[config.mk]
export PLATFORM = sky130hd
export DESIGN_NAME = output_row_collector
export DESIGN_NICKNAME = d
export VERILOG_FILES = /design/src/rtl/tpu_pkg.sv /design/src/rtl/sync_fifo.sv /design/src/rtl/output_row_collector.sv
export SDC_FILE = /design/constraint.sdc
export NUM_CORES = 1
export LEC_CHECK = 0
export ABC_CLOCK_PERIOD_IN_PS = 3950
export BUFFER_PORTS_ARGS = -buffer_cell sky130_fd_sc_hd__buf_2
export CAP_MARGIN = 20
export CORE_ASPECT_RATIO = 0.8
export CORE_MARGIN = 1.5
export CORE_UTILIZATION = 50
export DETAILED_ROUTE_END_ITERATION = 10
export GPL_ROUTABILITY_DRIVEN = 0
export PLACE_DENSITY = 0.7
export SLEW_MARGIN = 10
export SYNTH_ARGS = -nofsm -noshare
export SYNTH_HDL_FRONTEND = slang
export SYNTH_SLANG_ARGS = --single-unit
export TNS_END_PERCENT = 10
[constraint.sdc]
create_clock -name clk -period 3.95 [get_ports clk]
set_input_delay 0.5925 -clock clk [delete_from_list [all_inputs] [get_ports clk]]
set_output_delay 0.5925 -clock clk [all_outputs]
set_load 0.02 [all_outputs]
[src/rtl/tpu_pkg.sv]
// Shared types for the systolic-array datapath blocks.
// Lane width, accumulator type and the result collector state encoding.
package tpu_pkg;

    localparam int LANE_W = 16;

    typedef logic signed [LANE_W-1:0] acc_t;

    typedef enum logic {
        IDLE = 1'b0,
        RUN  = 1'b1
    } collector_state_t;

endpackage

[src/rtl/sync_fifo.sv]
// Single-clock circular FIFO; pointers carry one extra wrap bit so full and
// empty fall out of a pointer compare. The caller never pushes into a full FIFO without a pop.
module sync_fifo #(
    parameter int WIDTH = 32,
    parameter int DEPTH = 4
) (
    input  logic             clk,
    input  logic             rst_n,
    input  logic             i_clr,
    input  logic             i_push,
    input  logic             i_pop,
    input  logic [WIDTH-1:0] i_data,
    output logic [WIDTH-1:0] o_data,
    output logic             o_full,
    output logic             o_empty
);

    localparam int AW = $clog2(DEPTH);

    logic [WIDTH-1:0] r_mem [DEPTH];
    logic [AW:0]      r_wptr;
    logic [AW:0]      r_rptr;

    // NOTE: sequential state uses non-blocking assignments so every register
    // samples its inputs from the same pre-edge values.
    always_ff @(posedge clk) begin
        if (!rst_n || i_clr) begin
            r_wptr <= '0;
            r_rptr <= '0;
        end else begin
            if (i_push) r_wptr <= r_wptr + 1'b1;
            if (i_pop)  r_rptr <= r_rptr + 1'b1;
        end
    end

    // NOTE: storage is deliberately not reset; validity is tracked by the
    // pointers alone, and the consumer masks the head while empty.
    always_ff @(posedge clk) begin
        if (i_push) r_mem[r_wptr[AW-1:0]] <= i_data;
    end

    assign o_data  = r_mem[r_rptr[AW-1:0]];
    assign o_empty = (r_wptr == r_rptr);
    assign o_full  = (r_wptr[AW] != r_rptr[AW]) &&
                     (r_wptr[AW-1:0] == r_rptr[AW-1:0]);

endmodule

[src/rtl/output_row_collector.sv]
// Captures fully-valid result rows from the deskew stage, buffers them and
// writes them to result memory at sequential addresses, reporting done/errors.
module output_row_collector
    import tpu_pkg::*;
#(
    parameter int N      = 2,
    parameter int DEPTH  = 4,
    parameter int ADDR_W = 8
) (
    input  logic                  clk,
    input  logic                  rst_n,
    input  logic                  start,
    input  logic [ADDR_W-1:0]     base_addr,
    input  logic [ADDR_W-1:0]     num_rows,
    input  logic [N*LANE_W-1:0]   in_data,
    input  logic [N-1:0]          in_valid,
    output logic                  out_valid,
    input  logic                  out_ready,
    output logic [N*LANE_W-1:0]   out_data,
    output logic [ADDR_W-1:0]     out_addr,
    output logic                  out_last,
    output logic                  busy,
    output logic                  done,
    output logic                  err_misalign,
    output logic                  err_overflow
);

    collector_state_t    r_state;
    logic [ADDR_W-1:0]   r_base;
    logic [ADDR_W-1:0]   r_num;
    logic [ADDR_W-1:0]   r_acc_cnt;
    logic [ADDR_W-1:0]   r_wr_cnt;
    logic                r_done;
    logic                r_err_misalign;
    logic                r_err_overflow;

    logic                w_run;
    logic                w_all_valid;
    logic                w_want_push;
    logic                w_push;
    logic                w_pop;
    logic                w_overflow;
    logic                w_misalign;
    logic                w_clr;
    logic                w_last_row;
    logic                w_full;
    logic                w_empty;
    logic [N*LANE_W-1:0] w_head;

    assign w_run       = (r_state == RUN);
    assign w_all_valid = &in_valid;
    assign w_clr       = (r_state == IDLE) && start;

    // Surplus rows beyond the programmed count are dropped without any flag.
    assign w_want_push = w_run && w_all_valid && (r_acc_cnt != r_num);
    assign w_pop       = !w_empty && out_ready;
    assign w_push      = w_want_push && (!w_full || w_pop);
    assign w_overflow  = w_want_push && w_full && !w_pop;
    assign w_misalign  = w_run && (|in_valid) && !w_all_valid;
    assign w_last_row  = (r_wr_cnt == r_num - ADDR_W'(1));

    sync_fifo #(
        .WIDTH (N*LANE_W),
        .DEPTH (DEPTH)
    ) u_fifo (
        .clk     (clk),
        .rst_n   (rst_n),
        .i_clr   (w_clr),
        .i_push  (w_push),
        .i_pop   (w_pop),
        .i_data  (in_data),
        .o_data  (w_head),
        .o_full  (w_full),
        .o_empty (w_empty)
    );

    always_ff @(posedge clk) begin
        if (!rst_n) begin
            r_state        <= IDLE;
            r_base         <= '0;
            r_num          <= '0;
            r_acc_cnt      <= '0;
            r_wr_cnt       <= '0;
            r_done         <= 1'b0;
            r_err_misalign <= 1'b0;
            r_err_overflow <= 1'b0;
        end else begin
            r_done <= 1'b0;
            case (r_state)
                IDLE: begin
                    if (start) begin
                        r_base         <= base_addr;
                        r_num          <= num_rows;
                        r_acc_cnt      <= '0;
                        r_wr_cnt       <= '0;
                        r_err_misalign <= 1'b0;
                        r_err_overflow <= 1'b0;
                        // An empty job completes immediately without entering RUN.
                        if (num_rows == '0) r_done  <= 1'b1;
                        else                r_state <= RUN;
                    end
                end
                RUN: begin
                    if (w_misalign) r_err_misalign <= 1'b1;
                    if (w_overflow) r_err_overflow <= 1'b1;
                    if (w_push)     r_acc_cnt      <= r_acc_cnt + 1'b1;
                    if (w_pop) begin
                        r_wr_cnt <= r_wr_cnt + 1'b1;
                        if (w_last_row) begin
                            r_state <= IDLE;
                            r_done  <= 1'b1;
                        end
                    end
                end
                default: r_state <= IDLE;
            endcase
        end
    end

    assign out_valid    = !w_empty;
    assign out_data     = w_empty ? '0 : w_head;
    assign out_addr     = r_base + r_wr_cnt;
    assign out_last     = !w_empty && w_run && w_last_row;
    assign busy         = w_run;
    assign done         = r_done;
    assign err_misalign = r_err_misalign;
    assign err_overflow = r_err_overflow;

endmodule
# [After elaboration in Yosys (flattened, before gate mapping)]
# Memories as Yosys holds them, arrays and structs flattened. A register that Yosys moved wholly into a read port is not among the register bits.
# Cells that the tools add are included.
[classes] n_eq_ne=10 reduce_logical=27 n_bitwise=1 mux=25 addsub=6
[op_table] op="$mux W32" count=1
[op_table] op="$pmux W8 S2" count=2
[op_table] op="$mux W8" count=3
[op_table] op="$add A8 B1 Y8 const B" count=2
[op_table] op="$mux W1" count=13
[op_table] op="$logic_and A1 B1 Y1" count=12
[op_table] op="$reduce_and A2 Y1" count=6
[op_table] op="$add A8 B8 Y8" count=1
[op_table] op="$eq A8 B8 Y1" count=1
[op_table] op="$logic_not A8 Y1" count=1
[op_table] op="$ne A2 B1 Y1 const B" count=4
[op_table] op="$ne A8 B8 Y1" count=1
[op_table] op="$pmux W1 S2" count=4
[op_table] op="$sub A8 B1 Y8 const B" count=1
[op_table] op="$add A3 B1 Y3 const B" count=2
[op_table] op="$logic_not A1 Y1" count=5
[op_table] op="$mux W2" count=2
[op_table] op="$eq A3 B3 Y1" count=1
[op_table] op="$eq A2 B2 Y1" count=1
[op_table] op="$logic_or A1 B1 Y1" count=2
[op_table] op="$ne A2 B2 Y1 const B" count=1
[op_table] op="$reduce_or A2 Y1" count=1
[op_table] op="$ne A1 B1 Y1" count=1
[op_table] op="$not A1 Y1" count=1
[totals] mem_bits_rw=128 regBits=42 n_memories=1 out_inout_bits=46 wordCells=80
[mem_list] memory="u_fifo.r_mem" words=4 word_bits=32 read_ports=1 rd_clocked_by_memory_dff=1 write_ports=1 line_no="sync_fifo.sv:20" text="logic [WIDTH-1:0] r_mem [DEPTH];"

# [Logic depth before layout (Yosys ltp)]
# Gate-level depths: netlist (run 1).
[logic_depth] ltp_word=7 mapped_depth=9

# [Modules after synthesis]
# A second synthesis (run 1) with hierarchy kept.
[unflattened] cells_unflattened=512 hier_area_um2=7430.9
[by_module_without_submodules] mod="sync_fifo" seq_area_each_um2=4003.8 area_per_inst_um2=5063.6 instances=1 cells_per_inst=208
[by_module_without_submodules] mod="output_row_collector" seq_area_each_um2=720.7 area_per_inst_um2=2367.3 instances=1 cells_per_inst=304

# [Worst setup path before layout (run 1)]
# No wires, ideal clock.
[synth_path] kind="reg-to-output" start="register r_wr_cnt[0]" end="output out_addr[6]" required_ns=3.357 path_slack_ns=1.454 arrival_ns=1.904 path_stages_with_launch=10 cell_sequence="dfxtp_1 > ha_1 > inv_1 > fa_1 > nor2b_1 > o21ai_0 > a21oi_1 > o21a_1 > nor2_1 > xnor2_1"
[synth_between] elab_chain_len=1
[synth_lines] element="from (decl)" line_no="output_row_collector.sv:32" text="logic [ADDR_W-1:0] r_wr_cnt;"
[synth_lines] element="from (signal assigned)" line_no="output_row_collector.sv:108" text="r_wr_cnt <= r_wr_cnt + 1'b1;"
[synth_lines] element="$add A8 B8 Y8" line_no="output_row_collector.sv:122" text="assign out_addr = r_base + r_wr_cnt;"
[synth_lines] element="to (decl)" line_no="output_row_collector.sv:20" text="output logic [ADDR_W-1:0] out_addr,"
# No other way between the ends.

# [Final worst setup path (run 1)]
# Ends and elaborated chain as after synthesis.

==> results.json, run 1 <==
{
  "port_buffers": 99,
  "syn_nets": 588,
  "holdPathStages": 1,
  "post_drt_wl_per_cell_microns": 17.37,
  "synth_xor_area_frac": 0.04280,
  "setup.worst_path.end": "out_addr[6]",
  "slew_violations": 0,
  "critPathLaunchType": "flip-flop",
  "synth.distinct_cells": 48,
  "dr_total_vias": 4380,
  "dp_hpwl_mm": 8.984,
  "synthCells": 518,
  "htreeDepth": 4,
  "num-fill-cells": 1116,
  "num_rows": 39,
  "max-clock-path-buffers": 2,
  "post-route-worst-setup-slack_ns": 0.9448,
  "io_pins": 100,
  "finalSetupViolCount": 0,
  "status": "finished, final reports clean",
  "r2r_slack_ns": 1.29,
  "hp-class": "primary input to flip-flop",
  "ys_top_cells_by_area": "edfxtp_1, dfxtp_1, mux4_2",
  "worstPathRequired_ns": 3.36,
  "area_growth_pct": 16.53,
  "design_area_sq_um": 8584,
  "power_leakage_nw": 3.115,
  "rsz0062_at_grt": "no",
  "vdd_drop_max_mv": 0.2872,
  "dp_slack_ns": 1.291,
  "fin_crit_sh": 0.7608,
  "ctsHoldBuffers": 0,
  "hold_violations": 0,
  "cp_max_fo": 6,
  "worstSkewPairLatency_ns": 0.42,
  "r2r_end": "u_fifo.r_mem[3][2]",
  "post_cts_buffers": 0,
  "ys_warn_count": 0,
  "grt_pass1_wl_mm": 22.78,
  "synth_top_flop_cell": "edfxtp_1",
  "worstReg2RegStart": "u_fifo.r_wptr[0]",
  "synth-seq-area-share": 0.6413,
  "crit_arrival_ns": 2.41,
  "nNetsFinal": 682,
  "synth_top_cell_area_share": 0.5217,
  "die_w_microns": 138.7,
  "grt_max_degree": 36,
  "finalCriticalPeriod_ns": 3.005,
  "wirelength_mm": 14.06,
  "powerDensity_nw_per_um2": 440.4,
  "synthArstFlopShare": 0,
  "clock-sinks": 172,
  "dieArea_sq_um": 15480,
  "yosys.area_share.simple": 0.1150,
  "cts-root-buf": "clkbuf_16",
  "slew_headroom": 0.3897,
  "antenna_left": 0,
  "n_antenna_cell": 0,
  "tightest_slew_ns": 0.9013,
  "drc": 0,
  "clk_pin_slew_ns": 0.06,
  "setup_tns_ns": 0,
  "cts_resized": 0,
  "synthMuxAreaShare": 0.1007,
  "synthAdderAreaFrac": 0.02819,
  "r2r_cells": 5,
  "synth.largest_area_cell": "edfxtp_1",
  "grt_use_total": 0.1913,
  "overflow": 0,
  "drv_cap": 0,
  "synth.most_common_cell": "edfxtp_1",
  "fin_util": 0.5984,
  "synth_common_cells": "edfxtp_1, dfxtp_1, nand2_1",
  "drtIter0Drc": 271,
  "initial_core_util": 0.5135,
  "critPathKind": "flip-flop to primary output",
  "synth_edf_count": 128,
  "die_y_microns": 111.6,
  "finClkSkew_ns": 0.009349,
  "core_sq_um": 14350,
  "end_kind": "primary output",
  "dpl_cell_area_sq_um": 8016,
  "synthesis.area_sq_um": 7367,
  "synth_seq_cells": 172,
  "drive_gt1_frac": 0.2832,
  "syn_area_per_cell_sq_um": 14.22,
  "viasPerCell": 5.414,
  "fmax_mhz": 332.8,
  "antenna_found_initial": 1,
  "synth_top_family_by_area": "simple AND/OR/NAND/NOR gates",
  "dr.pass1.iters": 4,
  "critPathLaunch": "r_wr_cnt[0]",
  "p_total_mw": 3.781,
  "cts_tree": "built",
  "first_global_vias": 4380,
  "synth-compound-area-share": 0.04874,
  "cts_made_buffers": 17
}
## metal layers
| metal | vias up | part of all wire | global-route usage |
|---|---|---|---|
| li1 | 2106 | - | - |
| met1 | 2123 | 0.46 | 0.2622 |
| met2 | 134 | 0.47 | 0.2959 |
| met3 | 15 | 0.063 | 0.06022 |
| met4 | 2 | 0.011 | 0.05903 |
| met5 | - | 0.00092 | 0 |
## cell type report
class                      instances  area, sq um  area share
timing repair buffer             103        538.0     0.06267
multi-input combinational        306         2476      0.2884
inverter                          12        45.04    0.005247
clock buffer                      21        450.4     0.05247
tap                              184        230.2     0.02682
sequential                       172         4727      0.5506
clock inverter                    11        117.6     0.01370
## sequential cells by signal, summed over array words and instances, names as in the netlist, named ones only
name / count
busy: 1
u_fifo.r_mem: 128
err_misalign: 1
r_base: 8
r_num: 8
r_acc_cnt: 8
u_fifo.r_rptr: 3
u_fifo.r_wptr: 3
r_wr_cnt: 8
err_overflow: 1
done: 1
## worst max-delay path, cell delays in order, from the launching register on
cell     delay, ns
dfxtp_1       0.43
ha_1          0.21
inv_1         0.05
fa_1          0.40
nor2b_1       0.12
o21ai_0       0.11
a21oi_1       0.20
o21a_1        0.13
nor2_1        0.05
xnor2_1       0.13
buf_2         0.18
## worst min path at each step
stage                     start             endpoint  slack, ns
CTS                  in_data[9]   u_fifo.r_mem[2][9]       0.37
global placement      r_base[6]            r_base[6]       0.45
global route        in_data[26]  u_fifo.r_mem[1][26]       0.37
detailed placement    r_base[5]            r_base[5]       0.46
floorplan             r_base[0]            r_base[0]       0.44
finish               in_data[9]   u_fifo.r_mem[2][9]       0.39
## power breakdown
group | total [mW] | internal [mW] | leakage, nW | switching [mW]
Combinational | 0.200 | 0.0808 | 1.32 | 0.119
Sequential | 1.98 | 1.96 | 1.51 | 0.0199
Clock | 1.60 | 0.946 | 0.279 | 0.656
Total | 3.78 | 2.99 | 3.11 | 0.795
## cells in the final DEF (no fill, tap or decap), types with 5 or more instances in the layout
cell	n
a21oi_1	33
and2_1	33
buf_2	99
clkbuf_16	17
dfxtp_1	42
edfxtp_1	128
ha_1	15
inv_1	11
mux4_2	32
nand2_1	43
nand3_1	14
nand4_1	7
nor2_1	30
nor3_1	5
nor4_1	6
o21ai_0	8
xnor2_1	24
xor2_1	12
## metrics by stage
stage,hold slack (ns),instances
6_report,0.3859,809
5_1_grt,0.3729,809
4_1_cts,0.3709,809
3_5_place_dp,0.4565,777
3_3_place_gp,0.4524,777
2_1_floorplan,0.4406,518
## cells by family (layout without fill, tap and decap cells)
| group | count (synthesis) | count (layout) |
|---|---|---|
| xor+xnor | 36 | 36 |
| mux | 34 | 34 |
| simple gates | 162 | 162 |
| compound gates | 58 | 58 |
| fa+ha+maj | 16 | 16 |
| flops | 172 | 172 |
| buf+inv | 40 | 147 |
Note: power is estimated with default switching activity, not from simulation.
==> run 2, diff against run 1 <==
Settings changed: ABC_CLOCK_PERIOD_IN_PS 3950 to 2700, PLACE_DENSITY 0.7 to 0.73.
Clock period 3.95 ns to 2.7 ns, I/O delays scaled along.
==> run 2 against run 1 <==
  * First-iteration DRC count fell by 1.8%
  * Clock skew down 0.0039 ns
  * Sequential share of layout area shrank 1.5 points
  * Worst setup slack got worse by 0.86 ns
  * Final cell count increased by 1.7%
  * Routed wire length rose by 1.1%
  * Sequential cell count stayed put
  * Non-clock buffer count increased by 13
  * Worst hold slack got worse by 0.20 ns
  * Critical path type unchanged
==> results.json, run 2 (synthesized netlist as in run 1, its figures left out) <==
{
  "core_sq_um": 14350,
  "holdPathStages": 1,
  "cp_max_fo": 2,
  "overflow": 0,
  "die_w_microns": 138.7,
  "io_pins": 100,
  "clk_pin_slew_ns": 0.07,
  "critPathLaunch": "r_base[0]",
  "p_sw_mw": 1.280,
  "setup_tns_ns": 0,
  "grt_pass1_wl_mm": 23.38,
  "power.share.clock": 0.436,
  "first_global_vias": 4587,
  "area_growth_pct": 20.26,
  "wirelength_mm": 14.21,
  "finalSetupViolCount": 0,
  "ctsHoldBuffers": 0,
  "p_total_mw": 5.671,
  "setup.worst_path.end": "out_addr[6]",
  "swShare": 0.2257,
  "end_kind": "primary output",
  "clock-sinks": 172,
  "slew_violations": 0,
  "hp-class": "primary input to flip-flop",
  "critPathLaunchType": "flip-flop",
  "finClkSkew_ns": 0.005488,
  "cts_tree": "built",
  "num_rows": 39,
  "max-clock-path-buffers": 2,
  "rsz0062_at_grt": "yes",
  "critPathKind": "flip-flop to primary output",
  "antenna_found_initial": 1,
  "vdd_drop_max_mv": 0.5783,
  "r2r_cells": 6,
  "crit_arrival_ns": 2.21,
  "cts_made_buffers": 17,
  "r2r_end": "u_fifo.r_mem[2][12]",
  "antenna_left": 0,
  "grt_use_total": 0.1960,
  "grt_max_degree": 37,
  "drv_cap": 0,
  "tightest_slew_ns": 0.5270,
  "die_y_microns": 111.6,
  "drc": 0,
  "status": "finished, final reports clean",
  "post_drt_wl_per_cell_microns": 17.26,
  "intPower_mw": 4.391,
  "post-route-worst-setup-slack_ns": 0.08803,
  "largest_reg_flops": 128,
  "seq_power_share": 0.510,
  "finalCriticalPeriod_ns": 2.612,
  "port_buffers": 99,
  "fin_crit_sh": 0.9674,
  "drtIter0Drc": 266,
  "dp_slack_ns": 0.3291,
  "hold_violations": 0,
  "multi_input_comb_area_sq_um": 2536,
  "dr_total_vias": 4499,
  "htreeDepth": 4,
  "nNetsFinal": 695,
  "r2r_slack_ns": 0.33,
  "num-fill-cells": 1111,
  "worstSkewPairLatency_ns": 0.43,
  "worstReg2RegStart": "u_fifo.r_wptr[0]",
  "slew_headroom": 0.6482,
  "dp_hpwl_mm": 9.463,
  "worstPathRequired_ns": 2.30,
  "dieArea_sq_um": 15480,
  "powerDensity_nw_per_um2": 640.0,
  "initial_core_util": 0.5135,
  "seq_area_sq_um": 4742,
  "viasPerCell": 5.467,
  "pwr-share-comb": 0.055,
  "cts-root-buf": "clkbuf_16",
  "drive_gt1_frac": 0.3276,
  "layout_common_cells": "edfxtp_1, buf_2, nand2_1, dfxtp_1",
  "dr.pass1.iters": 4,
  "fmax_mhz": 382.9,
  "final_common_cell": "edfxtp_1",
  "power_leakage_nw": 3.231
}
run 2: changes by cell type in the layout (fill, tap and decap cells not counted), sizes merged:
cell | before | now
buf | 103 | 116
clkbuf | 21 | 17
diode | 0 | 1
inv | 14 | 18
run 2: critical path, cell delays in order (launching register included):
cell and delay [ns]:
dfxtp_2 0.36, ha_4 0.14, inv_2 0.03, fa_2 0.34, nor2b_1 0.12, o21ai_1 0.08, a21oi_1 0.19, o21a_1 0.13
nor2_1 0.04, xnor2_1 0.18, buf_4 0.17
run 2: final cells by class:
class | count | area share
clock buffer | 17 | 0.04802
sequential | 172 | 0.5352
tap | 184 | 0.02599
multi-input combinational | 306 | 0.2863
clock inverter | 15 | 0.02076
timing repair buffer | 116 | 0.07838
antenna | 1 | 0.0002824
inverter | 12 | 0.005084
run 2: how the worst min path moves through the flow:
| stage | start | endpoint | slack (ns) |
|---|---|---|---|
| floorplan | r_base[0] | r_base[0] | 0.44 |
| global placement | r_base[6] | r_base[6] | 0.45 |
| detailed placement | r_base[2] | r_base[2] | 0.46 |
| CTS | in_data[4] | u_fifo.r_mem[0][4] | 0.16 |
| global route | in_data[2] | u_fifo.r_mem[1][2] | 0.16 |
| finish | in_data[4] | u_fifo.r_mem[1][4] | 0.18 |
run 2: power groups by stage:
stage / registers, mW / logic (mW) / clock network (mW)
finish: 2.89 / 0.310 / 2.47
global route: 2.89 / 0.341 / 2.65
CTS: 2.89 / 0.305 / 2.54
detailed placement: 2.95 / 0.303 / 0
global placement: 2.95 / 0.291 / 0
floorplan: 2.94 / 0.185 / 0
run 2: per-layer routing:
metal  GRT usage  part of all wire  vias up
met5           0                 0        -
met4     0.07153             0.013        0
met3     0.05290             0.048       19
met2      0.3184              0.50      125
met1      0.2564              0.44     2213
li1            -                 -     2142
run 2: per-stage QoR:
step	hold slack, ns	instances	instance area [sq um]	util
2_1_floorplan	0.4406	518	7367	-
5_1_grt	0.1641	823	8860	0.6176
4_1_cts	0.1595	821	8782	0.6122
6_report	0.1847	823	8860	0.6176
3_3_place_gp	0.4509	789	8157	0.5686
3_5_place_dp	0.4584	789	8157	0.5686
run 2: repair_timing:
item / CTS / global route
endpoints found under the hold margin: 0 / 0
pin swaps: 1 / 5
setup buffers: 0 / 1
endpoints found under the setup margin: 3 / 3
gates resized for setup: 6 / 19
==> run 3, diff against run 2 <==
Settings changed: BUFFER_PORTS_ARGS -buffer_cell sky130_fd_sc_hd__buf_2 to -buffer_cell sky130_fd_sc_hd__clkbuf_2, GPL_TIMING_DRIVEN set to 0.
==> run 3 against run 2 <==
  * Final cell count is 1.9% higher
  * Sequential power is essentially flat
  * Non-clock buffer count is 17 higher
  * Design area hardly changed
  * Largest power group unchanged
==> results.json, run 3 (synthesized netlist as in run 1, its figures left out) <==
{
  "grt_pass1_wl_mm": 23.53,
  "htreeDepth": 4,
  "setup_tns_ns": 0,
  "dp_slack_ns": 0.2429,
  "dpl_cell_area_sq_um": 8178,
  "initial_core_util": 0.5135,
  "instances_no_fill": 839,
  "first_global_vias": 4675,
  "intPower_mw": 4.379,
  "clock-sinks": 172,
  "cp_max_fo": 6,
  "swShare": 0.2194,
  "post-route-worst-setup-slack_ns": 0.009618,
  "vdd_drop_max_mv": 0.6860,
  "drv_cap": 0,
  "cts_made_buffers": 17,
  "drtIter0Drc": 217,
  "drive_gt1_frac": 0.3160,
  "powerDensity_nw_per_um2": 632.8,
  "p_total_mw": 5.610,
  "critPathLaunchType": "flip-flop",
  "status": "finished, final reports clean",
  "worstPathRequired_ns": 2.30,
  "post_drt_wl_per_cell_microns": 17.24,
  "crit_path_top_delay_cell": "dfxtp_1",
  "design_area_sq_um": 8866,
  "dr.pass1.iters": 4,
  "worstSkewPairLatency_ns": 0.42,
  "rsz0062_at_grt": "yes",
  "antenna_found_initial": 0,
  "drc": 0,
  "io_pins": 100,
  "n_antenna_cell": 0,
  "fin_hold_ws_ns": 0.1972,
  "slew_violations": 0,
  "viasPerCell": 5.418,
  "end_kind": "primary output",
  "cts_tree": "built",
  "max-clock-path-buffers": 2,
  "dp_hpwl_mm": 9.816,
  "tightest_slew_ns": 0.8053,
  "power.share.clock": 0.429,
  "die_w_microns": 138.7,
  "overflow": 0,
  "hold_violations": 0,
  "port_buffers": 99,
  "critPathKind": "flip-flop to primary output",
  "pwr-share-comb": 0.057,
  "ctsHoldBuffers": 0,
  "die_y_microns": 111.6,
  "wirelength_mm": 14.47,
  "crit_arrival_ns": 2.29,
  "hp-class": "primary input to flip-flop",
  "slew_headroom": 0.4546,
  "grt_max_degree": 31,
  "seq_power_share": 0.514,
  "crit_path_max_incr_delay_ns": 0.33,
  "fin_crit_sh": 0.9964,
  "core_sq_um": 14350,
  "power_leakage_nw": 3.227,
  "num_rows": 39,
  "finalSetupViolCount": 0,
  "nNetsFinal": 712,
  "largest_reg_flops": 128,
  "finalCriticalPeriod_ns": 2.690,
  "dieArea_sq_um": 15480,
  "finClkSkew_ns": 0.01130,
  "dr_total_vias": 4546,
  "fmax_mhz": 371.7,
  "p_sw_mw": 1.231,
  "num-fill-cells": 1096,
  "dp.cells": 805,
  "clk_pin_slew_ns": 0.07,
  "final_common_cell": "edfxtp_1",
  "area_growth_pct": 20.35,
  "cp_cell_sequence": "buf_6 -> inv_1 -> ha_2 -> xor2_1 -> o2111ai_1 -> nor3b_1 -> and4_1 -> and2_1 -> buf_4",
  "fin_util": 0.6180,
  "antenna_left": 0,
  "grt_use_total": 0.1986,
  "cts-root-buf": "clkbuf_16",
  "layout_common_cells": "edfxtp_1, clkbuf_2, nand2_1, dfxtp_1, and2_1"
}
==> run 3: cell count changes in the layout (fill, tap and decap cells not counted), moves of 3 or more <==
cell	previous run	this run
buf_2	97	7
clkbuf_1	0	14
dfxtp_1	36	39
clkbuf_2	0	100
buf_4	13	7
==> run 3: worst max-delay path, delay by kind of cell (launching register included) <==
kind / cells / cell delay, ns
simple gates: 3 / 0.63
flops: 1 / 0.33
buf+inv: 3 / 0.31
fa+ha+maj: 1 / 0.31
xor+xnor: 1 / 0.16
compound gates: 1 / 0.13
==> run 3: final cells by class <==
type | instances | area [sq um] | area share
clock buffers | 18 | 429.2 | 0.04841
well taps | 184 | 230.2 | 0.02597
repair buffers | 105 | 595.6 | 0.06717
clock inverters | 14 | 163.9 | 0.01849
multi-input cells | 306 | 2525 | 0.2848
plain buffers | 28 | 143.9 | 0.01623
inverters | 12 | 45.04 | 0.005080
flip-flops and latches | 172 | 4733 | 0.5339
==> run 3: path summary, 6_finish.rpt <==
check / start / endpoint / slack, ns / depth (start not counted)
setup / recovery: r_num[0] / out_last / 0.01 / 9
hold reg to reg: r_base[2] / r_base[2] / 0.46 / 2
hold / removal: base_addr[6] / r_base[6] / 0.20 / 3
setup reg to reg: u_fifo.r_wptr[0] / u_fifo.r_mem[3][10] / 0.23 / 7
==> run 3: per-layer routing <==
layer,vias up,GRT usage,wire [microns]
met5,-,0,0
li1,2177,-,-
met4,0,0.07847,234
met3,18,0.05763,791
met1,2218,0.2543,6348
met2,133,0.3227,7092
==> run 3: timing repair <==
item / 4_1_cts / 5_1_grt
endpoints found under the hold margin: 0 / 0
endpoints found under the setup margin: 5 / 34
buffers inserted: 0 / 2
gates resized for setup: 6 / 30
pin swaps: 1 / 8
==> run 3: power by group through the flow <==
stage	clock, mW	sequential, mW	combinational (mW)
after floorplan	0	2.94	0.185
final	2.41	2.88	0.320
after detailed placement	0	2.94	0.312
after global routing	2.58	2.88	0.352
after global placement	0	2.94	0.298
after CTS	2.46	2.88	0.315
